==> src/rtl/uart_pkg.sv <==
// Shared UART definitions: TX frame states, parity codes and baud-rate selects.
// Used by the TX serializer, the baud generator and the RX path.
package uart_pkg;

    typedef enum logic [2:0] {
        TX_IDLE   = 3'd0,
        TX_ALIGN  = 3'd1,
        TX_START  = 3'd2,
        TX_DATA   = 3'd3,
        TX_PARITY = 3'd4,
        TX_STOP1  = 3'd5,
        TX_STOP2  = 3'd6
    } tx_state_e;

    localparam logic [1:0] PAR_NONE = 2'b00;
    localparam logic [1:0] PAR_ODD  = 2'b01;
    localparam logic [1:0] PAR_EVEN = 2'b10;

    localparam logic [1:0] BAUD_SEL_9600   = 2'd0;
    localparam logic [1:0] BAUD_SEL_19200  = 2'd1;
    localparam logic [1:0] BAUD_SEL_57600  = 2'd2;
    localparam logic [1:0] BAUD_SEL_115200 = 2'd3;

    // Code 2'b11 behaves like "none".
    function automatic logic parity_enabled(input logic [1:0] mode);
        return (mode == PAR_ODD) || (mode == PAR_EVEN);
    endfunction

endpackage

==> src/rtl/uart_tx_serializer_if.sv <==
// Character handshake and frame configuration between a TX source and the serializer.
interface uart_tx_serializer_if #(
    parameter int DATA_BITS = 8
);
    logic [DATA_BITS-1:0] tx_data;
    logic                 tx_valid;
    logic [1:0]           parity_mode;
    logic                 stop2;
    logic                 tx_ready;

    modport master (output tx_data, tx_valid, parity_mode, stop2, input tx_ready);
    modport slave  (input tx_data, tx_valid, parity_mode, stop2, output tx_ready);
endinterface

==> src/rtl/uart_edge_det.sv <==
// Registers a same-domain level and emits a one-cycle pulse on its rising edge.
module uart_edge_det (
    input  logic clk,
    input  logic rst_n,
    input  logic sig_i,
    output logic rise_o
);
    logic sig_q;

    always_ff @(posedge clk or negedge rst_n) begin
        if (!rst_n) sig_q <= 1'b0;
        else        sig_q <= sig_i;
    end

    assign rise_o = sig_i & ~sig_q;
endmodule

==> src/rtl/uart_tx_serializer.sv <==
// UART transmit serializer: start, LSB-first data, optional parity, 1 or 2 stop bits,
// with every bit boundary aligned to a rising edge of baud_clk.
module uart_tx_serializer
    import uart_pkg::*;
#(
    parameter int DATA_BITS = 8
) (
    input  logic                  clk,
    input  logic                  rst_n,
    input  logic                  baud_clk,
    uart_tx_serializer_if.slave   tx_bus,
    output logic                  tx,
    output logic                  tx_busy,
    output logic                  tx_done
);
    localparam int IDX_W = $clog2(DATA_BITS);
    localparam logic [IDX_W-1:0] LAST_IDX = IDX_W'(DATA_BITS - 1);

    tx_state_e            state_q,   state_d;
    logic [IDX_W-1:0]     bit_idx_q, bit_idx_d;
    logic [DATA_BITS-1:0] shift_q,   shift_d;
    logic                 parity_q,  parity_d;
    logic                 par_en_q,  par_en_d;
    logic                 stop2_q,   stop2_d;
    logic                 tx_q,      tx_d;
    logic                 done_q,    done_d;
    logic                 tick;
    logic                 ready;

    uart_edge_det u_baud_edge (
        .clk    (clk),
        .rst_n  (rst_n),
        .sig_i  (baud_clk),
        .rise_o (tick)
    );

    assign ready           = (state_q == TX_IDLE);
    assign tx_bus.tx_ready = ready;
    assign tx_busy         = ~ready;
    assign tx              = tx_q;
    assign tx_done         = done_q;

    // NOTE: sequential state uses non-blocking assignments so every register samples pre-edge values.
    always_ff @(posedge clk or negedge rst_n) begin
        if (!rst_n) begin
            state_q   <= TX_IDLE;
            bit_idx_q <= '0;
            shift_q   <= '0;
            parity_q  <= 1'b0;
            par_en_q  <= 1'b0;
            stop2_q   <= 1'b0;
            tx_q      <= 1'b1;
            done_q    <= 1'b0;
        end else begin
            state_q   <= state_d;
            bit_idx_q <= bit_idx_d;
            shift_q   <= shift_d;
            parity_q  <= parity_d;
            par_en_q  <= par_en_d;
            stop2_q   <= stop2_d;
            tx_q      <= tx_d;
            done_q    <= done_d;
        end
    end

    // NOTE: every next-state variable gets a default first so no path can infer a latch.
    always_comb begin
        state_d   = state_q;
        bit_idx_d = bit_idx_q;
        shift_d   = shift_q;
        parity_d  = parity_q;
        par_en_d  = par_en_q;
        stop2_d   = stop2_q;
        tx_d      = tx_q;
        done_d    = 1'b0;

        case (state_q)
            // A tick coinciding with the accept is ignored; ALIGN waits for the next one.
            TX_IDLE: begin
                if (tx_bus.tx_valid) begin
                    shift_d  = tx_bus.tx_data;
                    par_en_d = parity_enabled(tx_bus.parity_mode);
                    parity_d = (tx_bus.parity_mode == PAR_EVEN) ? ^tx_bus.tx_data
                                                                : ~^tx_bus.tx_data;
                    stop2_d  = tx_bus.stop2;
                    state_d  = TX_ALIGN;
                end
            end
            TX_ALIGN: begin
                if (tick) begin
                    tx_d    = 1'b0;
                    state_d = TX_START;
                end
            end
            TX_START: begin
                if (tick) begin
                    tx_d      = shift_q[0];
                    bit_idx_d = '0;
                    state_d   = TX_DATA;
                end
            end
            TX_DATA: begin
                if (tick) begin
                    if (bit_idx_q != LAST_IDX) begin
                        shift_d   = shift_q >> 1;
                        tx_d      = shift_q[1];
                        bit_idx_d = bit_idx_q + IDX_W'(1);
                    end else if (par_en_q) begin
                        tx_d    = parity_q;
                        state_d = TX_PARITY;
                    end else begin
                        tx_d    = 1'b1;
                        state_d = TX_STOP1;
                    end
                end
            end
            TX_PARITY: begin
                if (tick) begin
                    tx_d    = 1'b1;
                    state_d = TX_STOP1;
                end
            end
            TX_STOP1: begin
                if (tick) begin
                    if (stop2_q) begin
                        state_d = TX_STOP2;
                    end else begin
                        state_d = TX_IDLE;
                        done_d  = 1'b1;
                    end
                end
            end
            TX_STOP2: begin
                if (tick) begin
                    state_d = TX_IDLE;
                    done_d  = 1'b1;
                end
            end
            default: state_d = TX_IDLE;
        endcase
    end
endmodule

==> src/flat_wrapper.sv <==
// flat-port wrapper written by rule: the top's interface ports become plain ports
module uart_tx_serializer_flat import uart_pkg::*;
#(
    parameter int DATA_BITS = 8
)
  (clk, rst_n, baud_clk, tx, tx_busy, tx_done, tx_bus_tx_data, tx_bus_tx_valid, tx_bus_parity_mode, tx_bus_stop2, tx_bus_tx_ready);
  uart_tx_serializer_if #(.DATA_BITS(DATA_BITS)) tx_bus_i ();
  input  logic clk;
  input  logic rst_n;
  input  logic baud_clk;
  output logic tx;
  output logic tx_busy;
  output logic tx_done;
  input wire logic [$bits(tx_bus_i.tx_data)-1:0] tx_bus_tx_data;
  input wire logic [$bits(tx_bus_i.tx_valid)-1:0] tx_bus_tx_valid;
  input wire logic [$bits(tx_bus_i.parity_mode)-1:0] tx_bus_parity_mode;
  input wire logic [$bits(tx_bus_i.stop2)-1:0] tx_bus_stop2;
  output wire logic [$bits(tx_bus_i.tx_ready)-1:0] tx_bus_tx_ready;
  assign tx_bus_i.tx_data = tx_bus_tx_data;
  assign tx_bus_i.tx_valid = tx_bus_tx_valid;
  assign tx_bus_i.parity_mode = tx_bus_parity_mode;
  assign tx_bus_i.stop2 = tx_bus_stop2;
  assign tx_bus_tx_ready = tx_bus_i.tx_ready;
  uart_tx_serializer #(.DATA_BITS(DATA_BITS)) u_core (.clk(clk), .rst_n(rst_n), .baud_clk(baud_clk), .tx_bus(tx_bus_i), .tx(tx), .tx_busy(tx_busy), .tx_done(tx_done));
endmodule
==> config.mk <==
export PLATFORM = sky130hd
export DESIGN_NAME = uart_tx_serializer_flat
export DESIGN_NICKNAME = d
export VERILOG_FILES = /design/src/rtl/uart_pkg.sv /design/src/rtl/uart_tx_serializer_if.sv /design/src/rtl/uart_edge_det.sv /design/src/rtl/uart_tx_serializer.sv /design/src/flat_wrapper.sv
export SDC_FILE = /design/constraint.sdc
export NUM_CORES = 1
export LEC_CHECK = 0
export BUFFER_PORTS_ARGS = -buffer_cell sky130_fd_sc_hd__buf_2
export CORE_AREA = 10 10 59 61
export CTS_BUF_LIST = sky130_fd_sc_hd__clkbuf_16
export DETAILED_ROUTE_END_ITERATION = 10
export DIE_AREA = 0 0 69 71
export PLACE_DENSITY = 0.79
export SKIP_CTS_REPAIR_TIMING = 1
export SLEW_MARGIN = 20
export SYNTH_ARGS = -nofsm -noshare
export SYNTH_HDL_FRONTEND = slang
export SYNTH_SLANG_ARGS = --single-unit
==> constraint.sdc <==
create_clock -name clk -period 2.3 [get_ports clk]
set_input_delay 0.46 -clock clk [delete_from_list [all_inputs] [get_ports clk]]
set_output_delay 0.46 -clock clk [all_outputs]
set_load 0.05 [all_outputs]
==> results.json <==
{
  "drtPass1Iterations": 4,
  "cpLargestDelayFamily": "compound AO/OA/AOI/OAI gates",
  "min_period_ns": 2.04,
  "slowest_delay_ns": 0.53,
  "p_per_area_nw_per_um2": 1250,
  "htree_levels": 1,
  "clock-sinks": 20,
  "chipWidth_um": 69,
  "antenna_cells": 0,
  "yosysTopAreaCell": "dfrtp_1",
  "initial_utilization_pct": 50.4,
  "drive_gt1_share_pct": 20.8,
  "status": "completed",
  "path_clk_slew_ns": 0.06,
  "ys_ff_latch": 20,
  "cp_max_fo": 10,
  "vias": 1032,
  "drt_iter0_drc": 129,
  "gp_congestion": 0.807,
  "grt-ovfl-total": 0,
  "die_y_um": 71,
  "path_cells": "ha_1 -> ha_1 -> nand3b_2 -> a21oi_1 -> a21oi_1",
  "maxCapViolations": 0,
  "timing_hold_violations_final": 0,
  "ioPinCount": 19,
  "tightest_slew_ns": 0.603,
  "maxSlewViolCount": 0,
  "drc": 0,
  "grt_pass1_vias": 1049,
  "port_buffers": 18,
  "pre_cts_slack_ns": 0.283,
  "fin_worst_skew_ns": 0.00266,
  "grt_pass1_wl_mm": 5.00,
  "numCtsBuffers": 3,
  "end_kind": "register",
  "fin_crit_sh_pct": 88.8,
  "critical_path_required_ns": 2.40,
  "via_per_inst": 5.77,
  "antenna_left": 0,
  "final_util_pct": 58.0,
  "num_rows": 18,
  "cts_buffer_depth": 2,
  "grt_max_degree": 21,
  "clock_latency_ns": 0.25,
  "layout_setup_ws_ns": 0.257,
  "critPathKind": "register to register",
  "core_area_um2": 2390,
  "slowest_stage": "a21oi_1",
  "drt-total-wl_mm": 2.79,
  "antenna_found_initial": 0,
  "cts_tree": "yes",
  "fin_cells": 179,
  "p_total_mw": 1.73,
  "dp_hpwl_mm": 2.05,
  "clockRootBuffer": "clkbuf_16",
  "yosys-top-cells-area": "dfrtp_1 (40%), o21ai_0 (5.8%), a21oi_1 (5.0%)",
  "dp.cells": 175,
  "fin_tns_setup_ns": 0,
  "synth_warnings": 0,
  "critPathLaunchType": "register",
  "grt_setup_unrepaired": "no",
  "syn_area_um2": 1200,
  "synth_cells": 132,
  "grt_usage_pct": 11.9,
  "cp.arrival_ns": 2.14,
  "leakagePower_nw": 0.610,
  "syn_avg_cell_area_um2": 9.12,
  "slew_headroom_pct": 59.8,
  "yosysSeqAreaShare_pct": 41.7,
  "die-area_um2": 4900,
  "synth_top_cell_area_share_pct": 39.5,
  "finalSetupViolCount": 0,
  "cp.buffers_inverters": 0,
  "syn-num-nets": 150,
  "ir_drop_uv": 687,
  "syn2layout_area_growth_pct": 15.0,
  "max_freq_mhz": 490,
  "synth_cell_type_count": 38,
  "hp-class": "input port to asynchronous set/reset pin",
  "layout.nets": 168,
  "wl_per_cell_um": 15.6
}
-- cell usage in the layout, fill, tap and decap left out, drive strengths merged --
master and count:
buf 19, o22ai 3, or3b 1, and2 2
or4 1, mux2 1, o21ai 14, a21oi 12
xnor3 1, xor2 1, nand2b 2, a31oi 4
dfstp 1, nor2 12, a22o 1, and3b 1
nor2b 1, nand3 7, clkbuf 3, mux2i 1
nor3 3, xnor2 5, o211ai 1, a32o 1
nor3b 1, ha 3, a221oi 1, nand2 8
inv 8, or3 8, dfrtp 19, nand3b 2
o2bb2ai 1
-- power breakdown --
part	total [mW]	switching (mW)	internal, mW
registers	0.643	0.142	0.502
clock network	0.362	0.130	0.232
logic	0.720	0.432	0.288
total	1.73	0.704	1.02
-- path summary, 6_finish.rpt --
path / startpoint / to / slack [ns] / cells after the start
min in group clk: baud_clk / u_core.u_baud_edge.sig_q / 0.35 / 1
max in group asynchronous: rst_n / u_core.tx / 1.80 / 1
max: u_core.bit_idx_q[0] / u_core.shift_q[1] / 0.26 / 5
min: rst_n / u_core.tx_done / 0.16 / 1
min reg2reg: u_core.shift_q[2] / u_core.shift_q[2] / 0.53 / 2
max reg2reg: u_core.bit_idx_q[0] / u_core.shift_q[1] / 0.26 / 5
-- state kept, by name (all words and copies together) (netlist names) --
| signal | flops |
|---|---|
| u_core.tx_done | 1 |
| u_core.bit_idx_q | 3 |
| u_core.shift_q | 8 |
| u_core.stop2_q | 1 |
| u_core.state_q | 3 |
| u_core.par_en_q | 1 |
| u_core.parity_q | 1 |
| u_core.tx | 1 |
| u_core.u_baud_edge.sig_q | 1 |
-- per-stage QoR --
| step | instance area (um^2) | hold WS, ns |
|---|---|---|
| final | 1380 | 0.155 |
| after detailed placement | 1310 | 0.437 |
| after CTS | 1380 | 0.168 |
| after global placement | 1310 | 0.426 |
| after floorplan | 1200 | 0.164 |
| after global routing | 1380 | 0.189 |
-- kinds of logic after synthesis --
| family | Yosys count | synth area share (%) |
|---|---|---|
| xor+xnor | 7 | 6.24 |
| flops | 20 | 41.7 |
| compound gates | 38 | 19.5 |
| buf+inv | 13 | 4.99 |
| simple gates | 49 | 22.7 |
| mux | 2 | 1.77 |
| fa+ha+maj | 3 | 3.12 |
-- Yosys cell counts, drive strengths merged --
library cell   n
dfstp          1
nor2          12
nor3           3
o21ai         14
nor3b          1
inv            7
or3            8
or4            1
and3b          1
o211ai         1
ha             3
nand3b         2
mux2           1
mux2i          1
nor2b          1
clkbuf         2
a221oi         1
or3b           1
xor2           1
nand2b         2
a21oi         12
a31oi          4
buf            4
o22ai          3
and2           2
xnor2          5
nand2          8
xnor3          1
a22o           1
o2bb2ai        1
nand3          7
dfrtp         19
a32o           1
-- metal layers --
layer | vias up | global-route usage [%] | part of all wire, %
met2 | 32 | 18.9 | 46
li1 | 509 | - | -
met3 | 5 | 3.21 | 6.9
met1 | 486 | 15.2 | 46
met5 | - | 0 | 0
met4 | 0 | 4.25 | 1.2
-- layout make-up --
| type | instances | area, um^2 |
|---|---|---|
| multi-input combinational | 99 | 642 |
| fill | 225 | 1000 |
| inverter | 7 | 26.3 |
| sequential | 20 | 502 |
| timing repair buffer | 19 | 97.6 |
| tap | 30 | 37.5 |
| clock inverter | 1 | 3.75 |
| clock buffer | 3 | 75.1 |
(Power assumes the default switching activity.)
